===== src/rtl/seq_mult_pkg.sv =====
// Shared types and elaboration helpers for the iterative array multiplier.
// Optional feature macro used by this slice: SEQ_MULT_SIGNED_EN.
package seq_mult_pkg;

  typedef enum logic [1:0] {
    IDLE = 2'd0,
    BUSY = 2'd1,
    DONE = 2'd2
  } state_t;

  localparam int DEF_WIDTH = 16;
  localparam int DEF_DIGIT = 2;
  localparam int STEPS     = DEF_WIDTH / DEF_DIGIT;
  localparam int CNT_W     = $clog2(STEPS + 1);

  function automatic int steps_f(input int width, input int digit);
    return width / digit;
  endfunction

  function automatic int cnt_w_f(input int width, input int digit);
    return $clog2(width / digit + 1);
  endfunction

  function automatic bit width_ok(input int width, input int digit);
    return (width >= 2) && (digit >= 1) && (digit <= width) && ((width % digit) == 0);
  endfunction

endpackage


===== src/rtl/seq_array_mult_pp_slice.sv =====
// DIGIT x WIDTH partial-product slice: AND-array rows summed into WIDTH+DIGIT bits.
// Built identically with or without SEQ_MULT_SIGNED_EN.
module pp_slice #(
  parameter int WIDTH = 16,
  parameter int DIGIT = 2
) (
  input  logic [WIDTH-1:0]       i_a,
  input  logic [DIGIT-1:0]       i_b,
  output logic [WIDTH+DIGIT-1:0] o_pp
);

  localparam int PW = WIDTH + DIGIT;

  logic [PW-1:0] w_sum;

  always_comb begin
    w_sum = '0;
    for (int j = 0; j < DIGIT; j++) begin
      w_sum = w_sum + (PW'(i_a & {WIDTH{i_b[j]}}) << j);
    end
  end

  assign o_pp = w_sum;

endmodule


===== src/rtl/seq_array_mult.sv =====
// Iterative WIDTH x WIDTH multiplier retiring DIGIT multiplier bits per cycle.
// Define SEQ_MULT_SIGNED_EN to honour tc (two's-complement operands).
module seq_array_mult
  import seq_mult_pkg::*;
#(
  parameter int WIDTH = 16,
  parameter int DIGIT = 2
) (
  input  logic               clk,
  input  logic               rst_n,
  input  logic               in_valid,
  output logic               in_ready,
  input  logic [WIDTH-1:0]   a,
  input  logic [WIDTH-1:0]   b,
  input  logic               tc,
  output logic               out_valid,
  input  logic               out_ready,
  output logic [2*WIDTH-1:0] c
);

  localparam int NSTEP = steps_f(WIDTH, DIGIT);
  localparam int CW    = cnt_w_f(WIDTH, DIGIT);
  localparam int AW    = 2 * WIDTH;

  if (!width_ok(WIDTH, DIGIT)) begin : g_bad_param
    $error("seq_array_mult: WIDTH must be >= 2 and an exact multiple of DIGIT");
  end

  state_t                 r_state;
  state_t                 w_state_nxt;
  logic [WIDTH-1:0]       r_a;
  logic [WIDTH-1:0]       r_b_shift;
  logic [AW-1:0]          r_acc;
  logic [AW-1:0]          r_c;
  logic [CW-1:0]          r_cnt;
  logic [CW-1:0]          w_step;
  logic                   r_out_valid;
  logic [WIDTH+DIGIT-1:0] w_pp;
  logic [AW-1:0]          w_result;

  pp_slice #(
    .WIDTH (WIDTH),
    .DIGIT (DIGIT)
  ) u_pp_slice (
    .i_a  (r_a),
    .i_b  (r_b_shift[DIGIT-1:0]),
    .o_pp (w_pp)
  );

  // Step index doubles as the column offset of the current partial product.
  assign w_step = CW'(NSTEP) - r_cnt;

`ifdef SEQ_MULT_SIGNED_EN
  logic r_neg;

  assign w_result = r_neg ? (~r_acc + AW'(1)) : r_acc;

  always_ff @(posedge clk or negedge rst_n) begin
    if (!rst_n) begin
      r_neg <= 1'b0;
    end else if (r_state == IDLE && in_valid) begin
      r_neg <= tc && (a[WIDTH-1] ^ b[WIDTH-1]);
    end
  end
`else
  logic w_tc_unused;

  assign w_tc_unused = tc;
  assign w_result    = r_acc;
`endif

  always_ff @(posedge clk or negedge rst_n) begin
    if (!rst_n) begin
      r_state <= IDLE;
    end else begin
      r_state <= w_state_nxt;
    end
  end

  always_comb begin
    w_state_nxt = r_state;
    case (r_state)
      IDLE:    if (in_valid) w_state_nxt = BUSY;
      BUSY:    if (r_cnt == CW'(1)) w_state_nxt = DONE;
      DONE:    if (r_out_valid && out_ready) w_state_nxt = IDLE;
      default: w_state_nxt = IDLE;
    endcase
  end

  always_comb begin
    in_ready  = (r_state == IDLE);
    out_valid = r_out_valid;
  end

  assign c = r_c;

  // The first DONE cycle registers the (optionally negated) product; out_valid follows it.
  always_ff @(posedge clk or negedge rst_n) begin
    if (!rst_n) begin
      r_a         <= '0;
      r_b_shift   <= '0;
      r_acc       <= '0;
      r_cnt       <= '0;
      r_c         <= '0;
      r_out_valid <= 1'b0;
    end else begin
      case (r_state)
        IDLE: begin
          if (in_valid) begin
`ifdef SEQ_MULT_SIGNED_EN
            r_a       <= (tc && a[WIDTH-1]) ? (~a + WIDTH'(1)) : a;
            r_b_shift <= (tc && b[WIDTH-1]) ? (~b + WIDTH'(1)) : b;
`else
            r_a       <= a;
            r_b_shift <= b;
`endif
            r_acc     <= '0;
            r_cnt     <= CW'(NSTEP);
          end
        end
        BUSY: begin
          r_acc     <= r_acc + (AW'(w_pp) << (DIGIT * w_step));
          r_b_shift <= r_b_shift >> DIGIT;
          r_cnt     <= r_cnt - CW'(1);
        end
        DONE: begin
          if (!r_out_valid) begin
            r_c         <= w_result;
            r_out_valid <= 1'b1;
          end else if (out_ready) begin
            r_out_valid <= 1'b0;
          end
        end
        default: ;
      endcase
    end
  end

endmodule


===== config.mk =====
export PLATFORM = sky130hd
export DESIGN_NAME = seq_array_mult
export DESIGN_NICKNAME = d
export VERILOG_FILES = /design/src/rtl/seq_mult_pkg.sv /design/src/rtl/seq_array_mult_pp_slice.sv /design/src/rtl/seq_array_mult.sv
export SDC_FILE = /design/constraint.sdc
export NUM_CORES = 1
export LEC_CHECK = 0
export BUFFER_PORTS_ARGS = -buffer_cell sky130_fd_sc_hd__buf_4
export CORE_ASPECT_RATIO = 1.1
export CORE_MARGIN = 5
export CORE_UTILIZATION = 45
export DETAILED_ROUTE_END_ITERATION = 6
export MAX_ROUTING_LAYER = met4
export PLACE_DENSITY_LB_ADDON = 0.12
export REMOVE_ABC_BUFFERS = 1
export SYNTH_ARGS = -nofsm -noshare
export SYNTH_HDL_FRONTEND = slang
export SYNTH_SLANG_ARGS = --single-unit

===== constraint.sdc =====
create_clock -name clk -period 5.6 [get_ports clk]
set_clock_uncertainty 0.15 [all_clocks]
set_input_delay 1.12 -clock clk [delete_from_list [all_inputs] [get_ports clk]]
set_output_delay 1.12 -clock clk [all_outputs]
set_load 0.01 [all_outputs]

### Yosys cells after proc, flatten, opt, wreduce, memory -nomap -nowiden

Index checks and enable logic that the tools add are counted.

* logic and storage cells: 40
* bits of input ports: 37
* register bits: 103
* output and inout bits: 34

* reduce and logical (&&, ||, !) cells: 7
* eq/ne operators: 6
* bitwise operators: 3
* shift operators: 1
* multiplexer cells: 12
* $add $sub $neg: 4

Operators with widths (count)
* $pmux 32 s2: 1
* $add 32x32->32: 1
* $and 16x16->16: 2
* $mux 32: 1
* $pmux 16 s2: 1
* $shl 18x5->32: 1
* $add 18x17->18: 1
* $mux 16: 1
* $pmux 4 s2: 1
* $mux 2: 3
* $ne 2x2->1 const B: 3
* $pmux 2 s3: 1
* $reduce_and 2->1: 3
* $eq 4x1->1 const B: 1
* $mux 4: 1
* $sub 4x1->4 const B: 1
* $sub 4x4->4 const A: 1
* $reduce_and 3->1: 1
* $eq 2x1->1 const B: 1
* $eq 2x2->1 const B: 1
* $logic_not 2->1: 1
* $mux 1: 2
* $reduce_bool 2->1: 1
* $logic_and 1x1->1: 1
* $not 1->1: 1

### Longest topological paths before layout

* depth in word-level cells: 5
* mapped depth: 25
* gate-level depth less buffers: 23

### Hierarchy

From an unflattened synthesis, not the netlist that was laid out.

* cell total of the unflattened synthesis: 916
* area total of the unflattened synthesis: 7801.2 sq um

By module, submodules not included
* seq_array_mult: seq. area each 2577.5 sq um, times used 1, area each 6762.7 sq um, cells an instance 772
* pp_slice: seq. area each 0.0 sq um, times used 1, area each 1038.5 sq um, cells an instance 144

### Least setup slack after synthesis

No wires, ideal clock.

* path type: register to register
* start: register r_b_shift[0]
* end: register r_acc[29]
* setup time: 131 ps
* data required time: 5319 ps
* path buffers: 3
* stages on the path, launching flop included: 26
* period minus slack after synthesis: 5145 ps
* arrival: 4864 ps
* slack: 455 ps
* path through: dfrtp_1 clkbuf_1 clkbuf_1 nand2_1 inv_1 ha_1 a211oi_1 o21ai_1 a31oi_2 o21ai_1 xor2_1 mux4_2 nor2_1 a21oi_1 and2_1 ha_1 clkbuf_1 o21ai_0 o211ai_1 a41oi_1 nand3_1 a221oi_2 o21ai_1 a311oi_1 xor2_1 o21ai_1

* longest elaborated chain between the ends: 5

Ends and longest elaborated chain
* start, declared: RTL line seq_array_mult.sv:32 `logic [WIDTH-1:0] r_b_shift;`
* start signal, assigned: RTL line seq_array_mult.sv:123 `r_b_shift <= r_b_shift >> DIGIT;`
* $and 16x16->16: RTL line seq_array_mult_pp_slice.sv:19 `w_sum = w_sum + (PW'(i_a & {WIDTH{i_b[j]}}) << j);`
* $add 18x17->18: RTL line seq_array_mult_pp_slice.sv:19
* $shl 18x5->32: RTL line seq_array_mult.sv:122 `r_acc <= r_acc + (AW'(w_pp) << (DIGIT * w_step));`
* $add 32x32->32: RTL line seq_array_mult.sv:122
* $pmux 32 s2: RTL line seq_array_mult.sv:107 `case (r_state)`
* end signal, assigned: RTL line seq_array_mult.sv:122
* end, declared: RTL line seq_array_mult.sv:33 `logic [AW-1:0] r_acc;`

No other way between the ends.
A chain may end at the register's enable or synchronous reset.

### Final worst setup path

* start: register r_b_shift[1]
* end: register r_acc[31]

Same word-level chain as after synthesis.

==> impl_metrics.toml <==
[layout]
final_cell_mix = "buf_4 (176), nand2_1 (154), dfrtp_1 (101)"
final_common_cell = "buf_4"
drive_gt1_share_pct = 25.8
syn2layout_area_growth_pct = 23.6
final_nets = 1145
fillers = 1648
num_antenna_cells = 0

[setup_path]
r2r_start = "r_b_shift[1]"
path_class = "register to register"
crit_required_ns = 5.73
cp.arrival_ns = 5.47
critPathCapture = "r_acc[31]"
r2r_slack_ns = 0.27
startpoint_type = "register"
crit_fanout = 8
reg2reg_depth = 26
startpoint = "r_b_shift[1]"
crit_path_end_kind = "register"
r2r-end = "r_acc[31]"

[worst_hold_path]
min_path_type = "register to register"
min-delay-start = "r_a[7]"

[sta]
postLayoutSetupSlackWorst_ns = 0.266
fin_crit_sh_pct = 95.3
whs_ns = 0.337
maxSlewViolCount = 0
fmax_mhz = 187
setup_viol = 0
relSlewSlack_pct = 32.0
hold_violations = 0
rsz0062_at_grt = "yes"
fin_crit_ns = 5.33
tightest_slew_ns = 1.02

[floorplanning]
dieArea_sq_um = 20000
core_area_sq_um = 17000
ios = 71
die_x_um = 135
rows = 50
die_h_um = 148
start_util_pct = 45.7

[placed_design]
hpwl_um = 14900
place.gp.congestion = 0.964
place_ws_ns = -0.0313
io_buffer_count = 69

[global_routing]
grt_antenna_before_repair = 0
grt_first_pass_wirelength_um = 33400
grt_max_degree = 70
grtUsageTotal_pct = 20.9
grt_pass1_vias = 6803
grt-ovfl-total = 0

[routing]
drtPass1Iterations = 5
wl_um = 19900
wl_per_cell_um = 15.4
vias = 7029
drc = 0
drt_first_iter_violations = 378
postRouteAntennaNets = 0
viasPerCell = 5.43

[synthesis]
avgSynthCellArea_sq_um = 8.47
ys_warn_count = 0
synth_edf_count = 0
syn_inst = 918
synth_cell_type_count = 83
ys_ff_latch = 103
syn_area_sq_um = 7770
synthArstFlopShare_pct = 100
seq_area_frac_synth_pct = 33.2
synth-main-ff-cell = "dfrtp_1"

[clocking]
clk_pin_slew_worst_paths_ns = 0.08
numCtsBuffers = 9
cts-root-buf = "clkbuf_16"
clk-insertion-delay-late_ns = 0.37
ctsHtreeMaxLevel = 3
cts_tree = "yes"
cts_sinks = 103
clock_path_buffers = 2

[run]
maxCapViolCount = 0

[run_status]
status = "completed"
==> cells by family after synthesis <==
logic type / synth area share, %
AND/OR/NAND/NOR: 20.5
multiplexers: 6.94
XOR/XNOR: 4.62
flip-flops: 33.2
buffers and inverters: 3.64
adder cells (fa/ha/maj): 8.57
AO/OA/AOI/OAI: 22.5
==> what timing repair did <==
item,in CTS,in global routing
resized for setup,1,19
hold buffers,0,0
pin swaps,0,6
setup endpoints to repair,1,11
setup buffers,0,6
==> layer usage <==
metal,vias up,track usage (%),share of wire [%]
met5,-,-,0
met4,0,6.55,2.2
met3,24,2.42,2.7
met2,112,34.6,49
met1,3326,26.9,46
li1,3567,-,-
==> worst min path at each step <==
| stage | to | slack [ns] | cells after the start |
|---|---|---|---|
| 6_report | r_a[7] | 0.34 | 2 |
| 5_1_grt | r_a[3] | 0.36 | 2 |
| 4_1_cts | r_a[8] | 0.34 | 2 |
| 3_5_place_dp | r_a[8] | 0.32 | 2 |
| 3_3_place_gp | r_a[5] | 0.32 | 2 |
| 2_1_floorplan | r_a[14] | 0.30 | 2 |
==> layout make-up <==
cell class,instances,area [sq um],share of cell area [%]
inverter,20,75.1,0.782
clock inverter,7,85.1,0.886
tap,234,293,3.05
clock buffer,9,225,2.34
timing repair buffer,176,1320,13.8
sequential,103,2580,26.9
multi-input combinational,746,5030,52.3
==> cells in the mapped netlist, types with 3 or more instances <==
cell type  number  share of area, %
nand2_1       154               7.4
dfrtp_1       103                33
nor2_1         75               3.6
o21ai_0        67               4.3
ha_1           50               8.1
a21oi_1        46               3.0
clkbuf_1       37               1.8
mux2_2         37               5.4
and2_1         33               2.7
nand3_1        32               2.1
a31oi_1        23               1.9
xnor2_1        22               2.5
inv_1          19              0.92
xor2_1         19               2.1
a21o_1         17               1.6
mux2i_1        10               1.3
o21ai_1        10              0.64
a211oi_1        9              0.87
nand2b_1        9              0.72
nor3_1          9              0.58
o22ai_1         9              0.72
nor2b_1         7              0.56
o21a_1          6              0.58
o21bai_1        6              0.58
o31ai_1         6              0.58
buf_1           5              0.24
o211ai_1        5              0.48
or3_1           5              0.40
a21boi_1        4              0.39
a311oi_1        4              0.45
o2111ai_1       4              0.45
a211o_1         3              0.34
a21oi_2         3              0.34
buf_2           3              0.19
nand3b_1        3              0.29
nor3b_1         3              0.29
==> state kept, by name (all words and copies together) (netlist names) <==
signal and flops:
c 32, out_valid 1, r_a 16, r_acc 32, r_b_shift 16, r_cnt 4
r_state 2
==> worst max-delay path: stages (launching register included) <==
cell      delay (ns)
dfrtp_2         0.44
buf_4           0.17
buf_4           0.15
and2_1          0.13
ha_1            0.30
buf_4           0.18
a21o_1          0.20
nand2_1         0.07
nand2_1         0.06
a21oi_1         0.30
a21boi_1        0.16
buf_4           0.16
nor4_1          0.21
o21bai_1        0.18
nor2_1          0.06
o32ai_1         0.28
ha_1            0.33
a21o_1          0.21
a311oi_1        0.31
nand3_1         0.18
a221oi_2        0.24
buf_4           0.16
buf_4           0.12
o21a_1          0.17
nor3b_2         0.16
mux2i_1         0.09
o211ai_1        0.10
==> metrics by stage <==
| step | setup TNS (ns) | instance area, sq um | utilization [%] | cells |
|---|---|---|---|---|
| 3_5_place_dp | -0.0313 | 9140 | 53.7 | 1273 |
| 3_3_place_gp | 0 | 9140 | 53.7 | 1273 |
| 6_report | 0 | 9610 | 56.4 | 1295 |
| 4_1_cts | 0 | 9450 | 55.6 | 1289 |
| 2_1_floorplan | -0.248 | 7560 | - | 869 |
| 5_1_grt | -0.186 | 9610 | 56.4 | 1295 |
Power is left out: the tool's default activity adds up to more than one toggle a clock period on the data nets, which glitch-free logic cannot reach.
